$ cat src/rtl/hazard_pkg.sv
// ---------------------------------------------------------------------------
// hazard_pkg
//   Shared types for the hazard-tracking pipeline registers of the 5-stage
//   MIPS core.
//   Contents:
//     ADDR_W, TNEW_W, DATA_W  field widths
//     stage_t                 one pipeline stage worth of hazard fields
//     STAGE_BUBBLE            the all-zero stage_t, i.e. a no-op bubble
//     tnew_dec()              saturating Tnew decrement used at E->M
// ---------------------------------------------------------------------------
package hazard_pkg;

  localparam int ADDR_W = 5;
  localparam int TNEW_W = 3;
  localparam int DATA_W = 32;

  typedef struct packed {
    logic [DATA_W-1:0] pc;
    logic [DATA_W-1:0] instr;
    logic [ADDR_W-1:0] a1;
    logic [ADDR_W-1:0] a2;
    logic [ADDR_W-1:0] a3;
    logic              we;
    logic [TNEW_W-1:0] tnew;
  } stage_t;

  // A bubble is recognised downstream purely by we == 0 / instr == 0.
  localparam stage_t STAGE_BUBBLE = '0;

  // Tnew counts down by one per stage but never wraps: a producer that is
  // already ready (Tnew == 0) stays ready.
  function automatic logic [TNEW_W-1:0] tnew_dec(input logic [TNEW_W-1:0] t);
    return (t == '0) ? '0 : t - 1'b1;
  endfunction

endpackage : hazard_pkg

$ cat src/rtl/stage_reg.sv
// ---------------------------------------------------------------------------
// stage_reg
//   One stage_t pipeline register with asynchronous active-low reset and a
//   synchronous clear that loads a bubble instead of the incoming stage.
//   Ports:
//     clk      in   rising-edge clock
//     rst_n    in   asynchronous active-low reset (register -> all zero)
//     clear_i  in   1 = load STAGE_BUBBLE on this edge instead of d_i
//     d_i      in   incoming stage fields
//     q_o      out  registered stage fields
// ---------------------------------------------------------------------------
module stage_reg
  import hazard_pkg::*;
(
  input  logic   clk,
  input  logic   rst_n,
  input  logic   clear_i,
  input  stage_t d_i,
  output stage_t q_o
);

  stage_t stage_q;
  stage_t stage_d;

  always_comb begin
    stage_d = d_i;
    if (clear_i) begin
      stage_d = STAGE_BUBBLE;
    end
  end

  always_ff @(posedge clk or negedge rst_n) begin
    if (!rst_n) begin
      stage_q <= STAGE_BUBBLE;
    end else begin
      stage_q <= stage_d;
    end
  end

  assign q_o = stage_q;

endmodule : stage_reg

$ cat src/rtl/hazard_pipe_regs.sv
// ---------------------------------------------------------------------------
// hazard_pipe_regs
//   D/E, E/M and M/W pipeline registers for the hazard-tracking fields and
//   PC/instruction tags of the 5-stage MIPS core. Supplies the forwarding /
//   stall controller with E, M and W stage addresses, write enables and Tnew,
//   and applies that controller's stall: PC and F/D freeze, D/E takes a bubble.
//   A saturating counter records how many bubbles were inserted.
//   Ports:
//     clk, reset                 clock; asynchronous active-low reset
//     stall                      1 = freeze PC/F-D and bubble D/E this cycle
//     pc_d, instr_d              D-stage PC / instruction
//     a1_d, a2_d, a3_d           D-stage rs, rt, destination addresses
//     we_d, tnew_d               D-stage write enable and Tnew
//     en_pc, en_fd               combinational enables (= ~stall)
//     pc_e/m/w, instr_e/m/w      per-stage PC / instruction tags
//     a1_e a2_e a3_e we_e tnew_e E-stage hazard fields
//     a1_m a2_m a3_m we_m tnew_m M-stage hazard fields
//     a3_w, we_w                 W-stage destination and write enable
//     bubble_cnt                 bubbles inserted since reset (saturating)
// ---------------------------------------------------------------------------
module hazard_pipe_regs
  import hazard_pkg::*;
#(
  parameter int ADDR_W = hazard_pkg::ADDR_W,
  parameter int TNEW_W = hazard_pkg::TNEW_W,
  parameter int DATA_W = hazard_pkg::DATA_W,
  parameter int CNT_W  = 32
) (
  input  logic              clk,
  input  logic              reset,
  input  logic              stall,
  input  logic [DATA_W-1:0] pc_d,
  input  logic [DATA_W-1:0] instr_d,
  input  logic [ADDR_W-1:0] a1_d,
  input  logic [ADDR_W-1:0] a2_d,
  input  logic [ADDR_W-1:0] a3_d,
  input  logic              we_d,
  input  logic [TNEW_W-1:0] tnew_d,
  output logic              en_pc,
  output logic              en_fd,
  output logic [DATA_W-1:0] pc_e,
  output logic [DATA_W-1:0] pc_m,
  output logic [DATA_W-1:0] pc_w,
  output logic [DATA_W-1:0] instr_e,
  output logic [DATA_W-1:0] instr_m,
  output logic [DATA_W-1:0] instr_w,
  output logic [ADDR_W-1:0] a1_e,
  output logic [ADDR_W-1:0] a2_e,
  output logic [ADDR_W-1:0] a3_e,
  output logic              we_e,
  output logic [TNEW_W-1:0] tnew_e,
  output logic [ADDR_W-1:0] a1_m,
  output logic [ADDR_W-1:0] a2_m,
  output logic [ADDR_W-1:0] a3_m,
  output logic              we_m,
  output logic [TNEW_W-1:0] tnew_m,
  output logic [ADDR_W-1:0] a3_w,
  output logic              we_w,
  output logic [CNT_W-1:0]  bubble_cnt
);

  localparam int N_STAGES = 3;
  localparam int ST_E     = 0;
  localparam int ST_M     = 1;
  localparam int ST_W     = 2;

  stage_t stage_in  [N_STAGES];
  stage_t stage_out [N_STAGES];
  logic   stage_clr [N_STAGES];

  // -------------------------------------------------------------------------
  // Stage inputs
  // -------------------------------------------------------------------------
  always_comb begin
    stage_in[ST_E]       = STAGE_BUBBLE;
    stage_in[ST_E].pc    = pc_d;
    stage_in[ST_E].instr = instr_d;
    stage_in[ST_E].a1    = a1_d;
    stage_in[ST_E].a2    = a2_d;
    stage_in[ST_E].a3    = a3_d;
    stage_in[ST_E].we    = we_d;
    stage_in[ST_E].tnew  = tnew_d;
  end

  // Everything moves to M untouched except Tnew, which ages by one stage.
  always_comb begin
    stage_in[ST_M]      = stage_out[ST_E];
    stage_in[ST_M].tnew = tnew_dec(stage_out[ST_E].tnew);
  end

  // W only needs the tags plus a3/we; the source addresses and Tnew are
  // dropped so those flops are constant and trim away.
  always_comb begin
    stage_in[ST_W]       = STAGE_BUBBLE;
    stage_in[ST_W].pc    = stage_out[ST_M].pc;
    stage_in[ST_W].instr = stage_out[ST_M].instr;
    stage_in[ST_W].a3    = stage_out[ST_M].a3;
    stage_in[ST_W].we    = stage_out[ST_M].we;
  end

  // -------------------------------------------------------------------------
  // Stage registers: only D/E is ever cleared (by stall); E/M and M/W always
  // advance so older instructions drain past a stall.
  // -------------------------------------------------------------------------
  generate
    for (genvar gi = 0; gi < N_STAGES; gi++) begin : g_stage
      if (gi == ST_E) begin : g_clr_stall
        assign stage_clr[gi] = stall;
      end else begin : g_clr_none
        assign stage_clr[gi] = 1'b0;
      end

      stage_reg u_stage_reg (
        .clk     (clk),
        .rst_n   (reset),
        .clear_i (stage_clr[gi]),
        .d_i     (stage_in[gi]),
        .q_o     (stage_out[gi])
      );
    end
  endgenerate

  // -------------------------------------------------------------------------
  // Bubble counter (saturating)
  // -------------------------------------------------------------------------
  logic [CNT_W-1:0] bubble_cnt_q;
  logic [CNT_W-1:0] bubble_cnt_d;

  always_comb begin
    bubble_cnt_d = bubble_cnt_q;
    if (stall && (bubble_cnt_q != {CNT_W{1'b1}})) begin
      bubble_cnt_d = bubble_cnt_q + 1'b1;
    end
  end

  always_ff @(posedge clk or negedge reset) begin
    if (!reset) begin
      bubble_cnt_q <= '0;
    end else begin
      bubble_cnt_q <= bubble_cnt_d;
    end
  end

  // -------------------------------------------------------------------------
  // Outputs
  // -------------------------------------------------------------------------
  assign en_pc = ~stall;
  assign en_fd = ~stall;

  assign pc_e    = stage_out[ST_E].pc;
  assign instr_e = stage_out[ST_E].instr;
  assign a1_e    = stage_out[ST_E].a1;
  assign a2_e    = stage_out[ST_E].a2;
  assign a3_e    = stage_out[ST_E].a3;
  assign we_e    = stage_out[ST_E].we;
  assign tnew_e  = stage_out[ST_E].tnew;

  assign pc_m    = stage_out[ST_M].pc;
  assign instr_m = stage_out[ST_M].instr;
  assign a1_m    = stage_out[ST_M].a1;
  assign a2_m    = stage_out[ST_M].a2;
  assign a3_m    = stage_out[ST_M].a3;
  assign we_m    = stage_out[ST_M].we;
  assign tnew_m  = stage_out[ST_M].tnew;

  assign pc_w    = stage_out[ST_W].pc;
  assign instr_w = stage_out[ST_W].instr;
  assign a3_w    = stage_out[ST_W].a3;
  assign we_w    = stage_out[ST_W].we;

  assign bubble_cnt = bubble_cnt_q;

  // Fields of the W register that are always zero and have no consumer.
  logic unused_w;
  assign unused_w = ^{stage_out[ST_W].a1, stage_out[ST_W].a2, stage_out[ST_W].tnew};

endmodule : hazard_pipe_regs

$ cat config.mk
export PLATFORM = sky130hd
export DESIGN_NAME = hazard_pipe_regs
export DESIGN_NICKNAME = d
export VERILOG_FILES = /design/src/rtl/hazard_pkg.sv /design/src/rtl/stage_reg.sv /design/src/rtl/hazard_pipe_regs.sv
export SDC_FILE = /design/constraint.sdc
export NUM_CORES = 1
export LEC_CHECK = 0
export CORE_MARGIN = 2
export CORE_UTILIZATION = 46
export DETAILED_ROUTE_END_ITERATION = 10
export PLACE_DENSITY = 0.81
export SYNTH_ARGS = -nofsm -noshare
export SYNTH_HDL_FRONTEND = slang
export SYNTH_SLANG_ARGS = --single-unit
export TNS_END_PERCENT = 30
$ cat constraint.sdc
create_clock -name clk -period 3.24 [get_ports clk]
set_clock_uncertainty 0.05 [all_clocks]
set_input_delay 0.648 -clock clk [delete_from_list [all_inputs] [get_ports clk]]
set_output_delay 0.648 -clock clk [all_outputs]
set_load 0.05 [all_outputs]
==> results of run 1 <==
[layout by cell type, fill, tap and decap left out, types with 3 or more instances in the layout]
| master | n |
|---|---|
| nand2_1 | 13 |
| xor2_1 | 22 |
| nand3_1 | 10 |
| buf_4 | 6 |
| bufinv_16 | 6 |
| clkbuf_1 | 5 |
| inv_1 | 9 |
| nor4_2 | 3 |
| and3_1 | 4 |
| dfrtp_1 | 268 |
| xnor2_1 | 8 |
| clkbuf_16 | 29 |
| ha_1 | 3 |
| nor3_1 | 6 |
| nor2b_1 | 83 |
| clkinv_2 | 6 |
| clkbuf_8 | 4 |
| clkdlybuf4s50_1 | 353 |
| nor4_1 | 4 |
| nor2_1 | 15 |
| nand4_1 | 8 |
[power by group through the flow]
stage          Sequential (uW)  Clock [uW]  Combinational (uW)
2_1_floorplan             4290           0                 409
3_3_place_gp              3750           0                1530
3_5_place_dp              3770           0                1540
4_1_cts                   3720        3540                1550
5_1_grt                   3740        3680                1600
6_report                  3720        3470                1530
[cell usage after synthesis, types with 2 or more instances]
cell and instances:
dfrtp_1 268, nor4_1 4, nor3_1 6, nor4_2 3
xnor2_1 8, o21ai_0 2, nor4b_1 2, nor2_1 15
a21oi_1 2, nand3_1 10, nand4_1 8, nand2_1 13
ha_1 3, xor2_1 22, nand4_2 2, buf_4 80
and3_1 4, nor2b_1 83, inv_1 9, clkbuf_1 9
nor3_2 2
[sequential cells by signal, summed over array words and instances, names as in the netlist]
register / cells
bubble_cnt: 32
g_stage.u_stage_reg.q_o: 236
[layout make-up]
cell class,count,area [um2]
inverters,9,33.8
multi-input cells,201,1350
well taps,234,293
fillers,1253,5590
clock inverters,14,229
clock buffers,38,800
diodes,2,5.00
repair buffers,363,3640
flip-flops and latches,268,6710
[how the worst max path moves through the flow]
stage / startpoint / to / slack [ps] / cells after the start
after floorplan: bubble_cnt[0] / bubble_cnt[4] / 830 / 7
after global placement: stall / en_pc / 850 / 3
after detailed placement: bubble_cnt[0] / bubble_cnt[13] / 840 / 6
after CTS: bubble_cnt[6] / bubble_cnt[6] / 670 / 1
after global routing: bubble_cnt[0] / bubble_cnt[9] / 610 / 6
final: bubble_cnt[27] / bubble_cnt[27] / 690 / 1
[routing by layer]
layer	share of wire (%)	up-vias	track usage [%]	wire, um
li1	-	2342	-	-
met1	35	2677	24.6	7780
met2	53	229	38.5	11700
met3	7.5	66	5.91	1660
met4	4.4	0	9.53	978
met5	0	-	0	0
[stage by stage]
stage	setup WS [ps]	total power (uW)	hold WS, ps	util, %	std cells
after floorplan	830	4700	302	-	568
after global placement	846	5290	304	64.5	1075
after detailed placement	839	5310	308	64.5	1075
after CTS	666	8810	121	70.0	1127
after global routing	606	9020	118	70.0	1129
final	687	8720	79.5	70.0	1129
[cell families (layout without fill, tap and decap cells)]
kind of cell | Yosys count | count (layout) | share of synthesized area (%)
compound gates | 7 | 7 | 0.587
xor+xnor | 30 | 30 | 3.01
fa+ha+maj | 3 | 3 | 0.430
buf+inv | 99 | 424 | 7.78
flops | 268 | 268 | 76.8
mux | 1 | 1 | 0.129
other cells | 0 | 2 | 0
simple gates | 160 | 160 | 11.3
==> metrics.cfg, run 1 <==
[pwr]
seqPwrFrac_pct=42.6
internal_power_uw=6270
p_switching_uw=2450
power_density_mw_per_mm2=668
irDropWorstVdd_uv=634
p_sw_share_pct=28.1
pwr-share-clk_pct=39.8
p_leak_uw=0.00590
combPwrFrac_pct=17.6

[synth]
synth_largest_area_cell=dfrtp_1
synth_area_leaders=dfrtp_1, buf_4, nor2b_1
synthCells=568
yosys.area.top_type_share_pct=76.8
synth_top_flop_cell=dfrtp_1
syn_area_mm2=0.00873
syn-num-nets=657
async_flop_share_pct=100
ys_types=34
synth_area_per_cell_um2=15.4
ys_ff_latch=268
synth-seq-area-share_pct=76.8
yosysWarnings=0
synth_edf_count=0

[clocking]
clkTransAtPathRegs_ps=60
cts_resized=0
cts.sinks=268
cts_root_buf=clkbuf_16
post-cts-setup-buffers=0
worstSkewPairLatency_ps=520
cts_made_buffers=28
tritoncts=done
htreeDepth=1
cts_hold_buf=0
cts_max_path_buffers=3

[drt]
firstDrtPassIters=5
viasPerCell=4.71
final_antenna_net_count=0
drc=0
vias=5314
drtIter0Drc=215
wl_um=22100
drt-wirelength-per-cell_um=19.6

[cells_and_area]
area_growth_pct=49.4
drive_gt1_share_pct=7.95
final_nets=960
fin_area_mm2=0.0131

[placed_design]
post_dp_cell_area_mm2=0.0120
gp_congestion=0.836
dp_hpwl_um=15800
port_buffers=355

[sta]
slew_headroom_pct=51.7
maxSlewViolCount=0
finalSetupViolCount=0
finalSetupTns_ps=0
tightest_slew_ps=719
hold_violations=0
fin_crit_ps=2550
fmax_mhz=392
rsz0062_at_grt=no
period_share_pct=78.8

[die]
die-area_mm2=0.0201
die_h_um=142
rows=50
core_mm2=0.0186
ios=356
die_w_um=142
start_util_pct=46.9

[setup_path]
cp.arrival_ps=1860
path_class=reg -> out
crit_fanout=6
rrSetupSlack_ps=780
critical_path.top_delay_family=buffers and inverters
worst-path-buf-inv=1
max_stage_delay_ps=890
reg2reg_depth=6
crit_slowest_cell=clkdlybuf4s50_1
start_kind=flip-flop
r2r_start=bubble_cnt[0]
crit_required_ps=2540
worstPathCellList=clkdlybuf4s50_1
endpoint_kind=output port
r2r-end=bubble_cnt[6]

[grt]
grt_max_degree=94
grt_overflow=0
grt_use_total_pct=21.7
grt_pass1_vias=5648
grt_pass1_wl_um=33200
antenna_found_initial=2

[run_status]
outcome=complete, no violations

[job]
drv_cap=0

[min_path]
min_path_type=in -> async

Power figures use the tool's default switching activity.
==> run 2, diff against run 1 <==
- CORE_UTILIZATION: 46 -> 43
- PLACE_DENSITY: 0.81 -> 0.76
- clock period: 3.24 -> 2.6 ns (I/O delays scaled with it)
==> run 2 against run 1 <==
Effect of this change: global-route usage down 0.55 points; die area increased by 6.8%; via count decreased by 0.96%; routed wire length rose by 2.8%; worst setup slack lost 530 ps; worst hold slack better by 240 ps; non-clock buffer count is 3 higher; utilization is 5.0 points lower; sequential power up 25%; critical path depth stayed put; clock power rose by 17%; critical path type unchanged; critical endpoint is now bubble_cnt[2]; highest routed layer is now met5.
==> metrics.cfg, run 2 (same netlist as run 1, synthesis figures left out) <==
[run_status]
outcome=complete, no violations

[cells_and_area]
largest_reg_flops=236
instances_no_fill=1164
area_growth_pct=49.6
final_cell_mix=clkdlybuf4s50_1, dfrtp_1, nor2b_1
final_common_cell=clkdlybuf4s50_1
final_nets=963
fillers=1398
n_antenna_cell=0
drive_gt1_share_pct=8.05

[sta]
finalSetupViolCount=0
fin_crit_ps=2450
setup_ws_ps=155
hold_slack_ps=316
maxSlewViolCount=0
slew_headroom_pct=41.3
rsz0062_at_grt=no
fmax_mhz=409
tightest_slew_ps=880
period_share_pct=94.0
finalSetupTns_ps=0
hold_violations=0

[drt]
firstDrtPassIters=4
viasPerCell=4.52
final_antenna_net_count=0
wl_um=22700
drt-wirelength-per-cell_um=19.5
drtIter0Drc=209
vias=5263
drc=0

[grt]
antenna_found_initial=1
grt_overflow=0
grt_pass1_vias=5496
grt_max_degree=78
grt_pass1_wl_um=34400
grt_use_total_pct=21.1

[setup_path]
endpoint_kind=output port
r2r-end=bubble_cnt[11]
worst-path-buf-inv=1
path_class=reg -> out
rrSetupSlack_ps=440
max_stage_delay_ps=880
crit_required_ps=2030
critical_path.top_delay_family=buffers and inverters
start_kind=flip-flop
crit_slowest_cell=clkdlybuf4s50_1
worstPathCellList=clkdlybuf4s50_1
cp.arrival_ps=1880
cp.depth=1
reg2reg_depth=6
crit_fanout=6
r2r_start=bubble_cnt[0]

[die]
rows=52
die_w_um=147
start_util_pct=43.4
die-area_mm2=0.0215
ios=356
die_h_um=147
core_mm2=0.0201

[min_path]
min_path_type=reg -> reg
hold_start=g_stage[0].u_stage_reg.q_o[71]
hold_end=g_stage[1].u_stage_reg.q_o[71]
hold_depth=0

[clocking]
post-cts-setup-buffers=0
cts_resized=0
htreeDepth=1
clkTransAtPathRegs_ps=60
cts_made_buffers=28
worstSkewPairLatency_ps=510
cts.sinks=268
cts_max_path_buffers=3
tritoncts=done
cts_root_buf=clkbuf_16

[pwr]
p_leak_uw=0.00589
irDropWorstVdd_uv=701
power_density_mw_per_mm2=813

[placed_design]
gp_congestion=0.833
place_inst=1113
dp_hpwl_um=16400
port_buffers=355
pre_cts_ws_ps=385

[job]
drv_cap=0

-- run 2: cell type report --
class                      count  area (um2)  area share (%)
inverter                       9        33.8           0.259
tap                          270         338            2.59
clock buffer                  38         790            6.04
multi-input combinational    201        1350            10.3
clock inverter                12         166            1.27
timing repair buffer         366        3680            28.2
sequential                   268        6710            51.3
-- run 2: worst max path at each step --
stage                  startpoint        endpoint  slack, ps
finish              bubble_cnt[2]   bubble_cnt[2]        150
detailed placement          stall  bubble_cnt[20]        380
floorplan           bubble_cnt[0]   bubble_cnt[4]        190
CTS                 bubble_cnt[2]   bubble_cnt[2]        120
global placement            stall  bubble_cnt[20]        430
global route        bubble_cnt[2]   bubble_cnt[2]         80
-- run 2: worst reg2reg max path: stages, from the launching register on --
cell and delay, ps:
dfrtp_1 410, ha_1 250, nand4_1 190, nor4_2 330, and3_1 490, nor4b_1 130
xor2_1 170
-- run 2: per-stage QoR --
step,cell area [um2],total power (uW),util [%]
after floorplan,8730,5860,-
after global placement,12100,6620,60.2
after detailed placement,12100,6650,60.2
after CTS,13100,10800,65.0
after global routing,13100,11000,65.0
final,13100,10600,65.0
-- run 2: timing repair --
action | CTS | global route
endpoints found under the hold margin | 72 | 0
setup endpoints to repair | 0 | 0
hold buffers | 1 | 0
-- run 2: routing by layer --
metal | vias up | wire length, um | global-route usage [%]
met5 | - | 13 | 0
met4 | 2 | 1030 | 9.03
met3 | 52 | 1660 | 6.06
met2 | 221 | 12100 | 38.6
met1 | 2647 | 7890 | 22.9
li1 | 2341 | - | -
-- run 2: power breakdown --
part	leakage (uW)	internal, uW	total [uW]	switching (uW)
registers	0.00345	4430	4640	210
clock network	0.000470	2510	4050	1540
logic	0.00197	646	1930	1280
